`config.mk`:
```
export PLATFORM = sky130hd
export DESIGN_NAME = am_bip_calculator
export DESIGN_NICKNAME = d
export VERILOG_FILES = /design/src/rtl/am_bip_calculator_pkg.sv /design/src/rtl/am_bip_calculator_bip8_block_parity.sv /design/src/rtl/am_bip_calculator.sv
export SDC_FILE = /design/constraint.sdc
export NUM_CORES = 1
export LEC_CHECK = 0
export CAP_MARGIN = 20
export CORE_ASPECT_RATIO = 0.9
export CORE_UTILIZATION = 40
export DETAILED_ROUTE_END_ITERATION = 8
export PLACE_DENSITY_LB_ADDON = 0.05
export SYNTH_ARGS = -nofsm -noshare
export SYNTH_HDL_FRONTEND = slang
export SYNTH_HIERARCHICAL = 1
export SYNTH_SLANG_ARGS = --single-unit
```
`constraint.sdc`:
```
create_clock -name i_clock -period 1.5 [get_ports i_clock]
set_input_delay 0.15 -clock i_clock [delete_from_list [all_inputs] [get_ports i_clock]]
set_output_delay 0.15 -clock i_clock [all_outputs]
set_load 0.05 [all_outputs]
```
`src/rtl/am_bip_calculator_pkg.sv`:
```
// Shared constants and types for the per-lane AM BIP calculator.
package am_bip_calculator_pkg;

   localparam int unsigned NB_DATA         = 66;
   localparam int unsigned NB_BIP          = 8;
   localparam int unsigned AM_BLOCK_PERIOD = 16384;
   localparam int unsigned NB_BLOCK_COUNT  = $clog2(AM_BLOCK_PERIOD);

   // Block-bit offsets of the BIP3 and BIP7 fields inside an alignment marker
   localparam int unsigned BIP3_OFFSET = 26;
   localparam int unsigned BIP7_OFFSET = 58;

   typedef enum logic [0:0] {
      WAIT_AM = 1'b0,
      ACCUM   = 1'b1
   } bip_state_t;

endpackage

```
`src/rtl/am_bip_calculator_bip8_block_parity.sv`:
```
// Combinational 66b block -> 8b bit-interleaved parity map.
// Block bit p lives at i_block[NB_DATA-1-p]; bits 0/1 are the sync header.
module am_bip_calculator_bip8_block_parity
   import am_bip_calculator_pkg::*;
(
   input  logic [NB_DATA-1:0] i_block,
   output logic [NB_BIP-1:0]  o_parity
);

   // Bit j covers block bits j+2, j+10, ... j+58; sync header folds into bits 3 and 4
   always_comb begin
      o_parity = '0;
      for (int j = 0; j < 8; j++) begin
         for (int k = 0; k < 8; k++) begin
            o_parity[j] = o_parity[j] ^ i_block[NB_DATA-1-(j+2+8*k)];
         end
      end
      o_parity[3] = o_parity[3] ^ i_block[NB_DATA-1];
      o_parity[4] = o_parity[4] ^ i_block[NB_DATA-2];
   end

endmodule

```
`src/rtl/am_bip_calculator.sv`:
```
// Per-lane BIP3 accumulator between alignment markers, with received/calculated
// BIP report, BIP7 consistency flag and missing-AM detection.
module am_bip_calculator
   import am_bip_calculator_pkg::*;
(
   input  logic               i_clock,
   input  logic               i_reset,
   input  logic               i_enable,
   input  logic               i_valid,
   input  logic [NB_DATA-1:0] i_data,
   input  logic               i_am_flag,
   output logic [NB_BIP-1:0]  o_recived_bip,
   output logic [NB_BIP-1:0]  o_calculated_bip,
   output logic               o_match,
   output logic               o_bip7_error,
   output logic               o_am_missing
);

   localparam logic [NB_BLOCK_COUNT-1:0] LAST_COUNT = NB_BLOCK_COUNT'(AM_BLOCK_PERIOD - 1);

   bip_state_t                state;
   logic [NB_BIP-1:0]         acc;
   logic [NB_BLOCK_COUNT-1:0] cnt;
   logic [NB_BIP-1:0]         block_bip_c;
   logic [NB_BIP-1:0]         bip3_field_c;
   logic [NB_BIP-1:0]         bip7_field_c;
   logic                      accept_c;

   am_bip_calculator_bip8_block_parity u_block_parity (
      .i_block  (i_data),
      .o_parity (block_bip_c)
   );

   // Field bit j is block bit offset+j
   always_comb begin
      bip3_field_c = '0;
      bip7_field_c = '0;
      for (int j = 0; j < 8; j++) begin
         bip3_field_c[j] = i_data[NB_DATA-1-BIP3_OFFSET-j];
         bip7_field_c[j] = i_data[NB_DATA-1-BIP7_OFFSET-j];
      end
   end

   assign accept_c = i_enable & i_valid;

   always_ff @(posedge i_clock) begin
      if (i_reset) begin
         state            <= WAIT_AM;
         acc              <= '0;
         cnt              <= '0;
         o_recived_bip    <= '0;
         o_calculated_bip <= '0;
         o_match          <= 1'b0;
         o_bip7_error     <= 1'b0;
         o_am_missing     <= 1'b0;
      end else begin
         o_match      <= 1'b0;
         o_bip7_error <= 1'b0;
         o_am_missing <= 1'b0;
         if (accept_c) begin
            case (state)
               WAIT_AM: begin
                  if (i_am_flag) begin
                     acc   <= block_bip_c;
                     cnt   <= '0;
                     state <= ACCUM;
                  end
               end
               ACCUM: begin
                  if (i_am_flag) begin
                     // The new period starts with, and includes, this AM
                     o_calculated_bip <= acc;
                     o_recived_bip    <= bip3_field_c;
                     o_match          <= 1'b1;
                     o_bip7_error     <= (bip7_field_c != ~bip3_field_c);
                     acc              <= block_bip_c;
                     cnt              <= '0;
                  end else if (cnt == LAST_COUNT) begin
                     o_am_missing <= 1'b1;
                     acc          <= '0;
                     cnt          <= '0;
                     state        <= WAIT_AM;
                  end else begin
                     acc <= acc ^ block_bip_c;
                     cnt <= cnt + NB_BLOCK_COUNT'(1);
                  end
               end
               default: state <= WAIT_AM;
            endcase
         end
      end
   end

endmodule

```
==> impl_results.md <==
- Hold violation count in the final report: 0
- Critical setup path kind: reg2reg
- Clock buffers created by TritonCTS: 5
- Diode count: 0
- H-tree lvl count: 2
- Fraction of power consumed by the clock network: roughly a quarter
- Via count of the first global-routing pass: roughly 2500
- Design area: around 0.0041 sq mm
- Final std cells w/o fill: 520
- Number of placement rows: 27
- Cells after Synth: a little over 300
- Cell at the root of the clock tree: sky130_fd_sc_hd__clkbuf_8
- Setup violators final: 0
- Worst hold-check path type: in2reg
- Cell internal pwr: roughly 2 mW
- Initial standard-cell utilization of the core: 41.7%
- CTS tree: done
- Io pins: 90
- Area growth syn-to-layout: 58.6%
- Req. time, crit path: 1730 ps
- IR drop worst, VDD: 0.000519 V
- Combined global-route utilization of all metal layers: a little over a fifth
- Max-slew headroom: 81.1%
- Die boundary height: a little under 80 um
- Wire length of the first global-routing pass: 11400 um
- Clock Tree Buf Depth: 2
- Warnings from Yosys: 6
- Post-synthesis average cell area: 8.46 sq um
- Worst setup skew after layout: roughly 6.3 ps
- Part of the power in combinational logic: 33.7%
- Drc violations: 0
- Static Leakage: 1.57 nW
- GPL Wtd Cong: ~0.77
- Post-layout nets: 505
- Worst reg2reg setup slack: about 37 ps
- Max-slew violations: 0
- Cell count after placement: a little over 500
- Insertion delay to the later sink of the worst-skew pair: ~300 ps
- Sw power: 784 uW
- Routed via count: between 2000 and 3000
- Area of the placeable core: roughly 0.0061 sq mm
- Max frequency: approximately 0.68 GHz
- Routed WL: 6970 um
- Overall die area: 0.00673 sq mm
- Wire length per cell after detailed routing: 13.4 um
- Average via count per standard cell: ~5.1
- Post-synthesis net count: 375
- Number of DRC violations after detailed-routing iteration 0: roughly 130
- Worst hold slack across all endpoints: around 270 ps
- Max-cap viol count: 0
- Antenna Nets Post-Route: 0
- Register bit total from synthesis: between 40 and 50
- Clock period minus worst slack: 1460 ps
- Number of clock sinks seen by CTS: 42
- Pre-Repair DR Iteration Count: 4
- Final worst-path cycle share: between 90% and 100%
- Critical Path Source Type: flip-flop
- Fraction of the yosys area taken by sequential cells: between 30% and 40%
- Global-route congestion overflow total: 0
- Flop pwr share: 41.7%
- Crit end category: flip-flop
- Clock-pin slew of the registers on the worst-case setup and hold paths: about 80 ps
- Dpl ws: -460 ps
- Cell area reported after detailed placement: a little under 0.004 sq mm
- Most common cell after layout, fill and taps aside: sky130_fd_sc_hd__buf_4
- Setup ws final: 37.4 ps
- Worst-Margin Slew: approximately 280 ps
- Detailed Place HPWL: roughly 5200 um
- Arr. time, crit path: 1690 ps
- Layout cell share with drive strength beyond 1: 24.7%
- Leading cell types in the layout, fill and taps excluded: 67 x sky130_fd_sc_hd__buf_4, 60 x sky130_fd_sc_hd__clkdlybuf4s50_1, 45 x sky130_fd_sc_hd__xnor2_1
- Post-synthesis instance area: 0.00256 sq mm
- Post-synth cell types: slightly above 40
- Die X: 86.4 um
- Peak fanout along the critical path: 4
- Unrepaired setup endpoints after global routing: yes
- Status: completed
- Initial antenna violation count: 0
- Switching part of the total power: 27.6%
- Pin count of the biggest net entering global routing: 38
- Buffers on Ports: slightly below 90
- Power per unit of standard cell area: approximately 700 mW/mm^2
## flip-flops by register name (all words and copies together) (netlist names)
name,flops
o_am_missing,1
o_bip7_error,1
o_match,1
o_recived_bip,8
cnt,14
acc,8
o_calculated_bip,8
state,1
## final timing paths
check / start / to / cells past startpoint
worst max-delay path: cnt[1]$_SDFFE_PP0P_ / cnt[12]$_SDFFE_PP0P_ / 5
worst min-delay path: i_data[35] / o_recived_bip[4]$_SDFFE_PP0P_ / 4
worst max register to register: cnt[1]$_SDFFE_PP0P_ / cnt[12]$_SDFFE_PP0P_ / 5
worst min register to register: o_recived_bip[3]$_SDFFE_PP0P_ / o_recived_bip[3]$_SDFFE_PP0P_ / 2
## power groups by stage
stage	Combinational (mW)	Sequential (mW)	Clock, mW
after floorplan	0.458	1.20	0
after global placement	0.831	1.20	0
after detailed placement	0.848	1.20	0
after CTS	0.873	1.18	0.717
after global routing	1.03	1.19	0.771
final	0.955	1.18	0.698
## cell usage after synthesis (all sizes together)
cell,count,area (sq um)
a211oi,2,15.0
clkbuf,11,42.5
or2,1,6.26
o22ai,2,12.5
nand4b,1,15.0
nand2,42,158
nand3b,3,22.5
and2,2,12.5
or4,1,7.51
buf,7,40.0
xor2,9,78.8
inv,2,7.51
nor2,7,31.3
xnor3,2,45.0
a311oi,1,8.76
or3,1,6.26
o211a,1,10.0
a31oi,9,56.3
nor3b,17,128
a21oi,29,145
ha,1,12.5
nor4,2,12.5
o21ai,13,65.1
mux2i,1,10.0
o211ai,2,15.0
a32oi,9,78.8
nand4,9,62.6
nand3,7,40.0
and4,4,35.0
xnor2,54,488
nor3,1,5.00
nand2b,2,12.5
dfxtp,42,841
and3,6,37.5
## metal layers
layer	vias to the layer above	routed length, um	global-route usage (%)
li1	1331	-	-
met1	1223	3170	27.1
met2	75	3330	36.0
met4	0	141	7.00
met3	13	332	4.47
met5	-	0	0
## cells by family (layout without fill, tap and decap cells)
logic type,after synthesis,after routing,share of synthesized area [%]
xor+xnor,65,65,23.9
simple gates,106,106,23.1
buf+inv,20,150,3.51
flops,42,42,32.8
fa+ha+maj,1,1,0.488
mux,1,1,0.390
compound gates,68,68,15.9
## worst max-delay path, stage by stage (launching register included)
cell and delay [ps]:
sky130_fd_sc_hd__dfxtp_2 330, sky130_fd_sc_hd__ha_2 180, sky130_fd_sc_hd__and3_4 220, sky130_fd_sc_hd__nand4_2 110, sky130_fd_sc_hd__or4_1 410, sky130_fd_sc_hd__a31oi_1 150
## layout make-up
| class | instances | area (sq um) |
|---|---|---|
| Sequential cell | 42 | 846 |
| Timing Repair Buffer | 141 | 1290 |
| Fill cell | 532 | 2080 |
| Multi-Input combinational cell | 241 | 1730 |
| Tap cell | 87 | 109 |
| Clock inverter | 2 | 10.0 |
| Inverter | 2 | 7.51 |
| Clock buffer | 5 | 68.8 |
## through the flow
stage	util, %	power [mW]	setup TNS (ps)
5_1_grt	66.1	2.99	-19.7
3_5_place_dp	62.8	2.05	-3860
2_1_floorplan	-	1.66	0
3_3_place_gp	62.8	2.03	-3520
6_report	66.1	2.84	0
4_1_cts	64.4	2.77	-24.2
## what timing repair did
item / in CTS / in global routing
endpoints found under the setup margin: 3 / 12
pin swaps: 8 / 22
hold buffers: 0 / 0
resized for setup: 10 / 22
buffers inserted: 0 / 2
(Power assumes the default switching activity.)
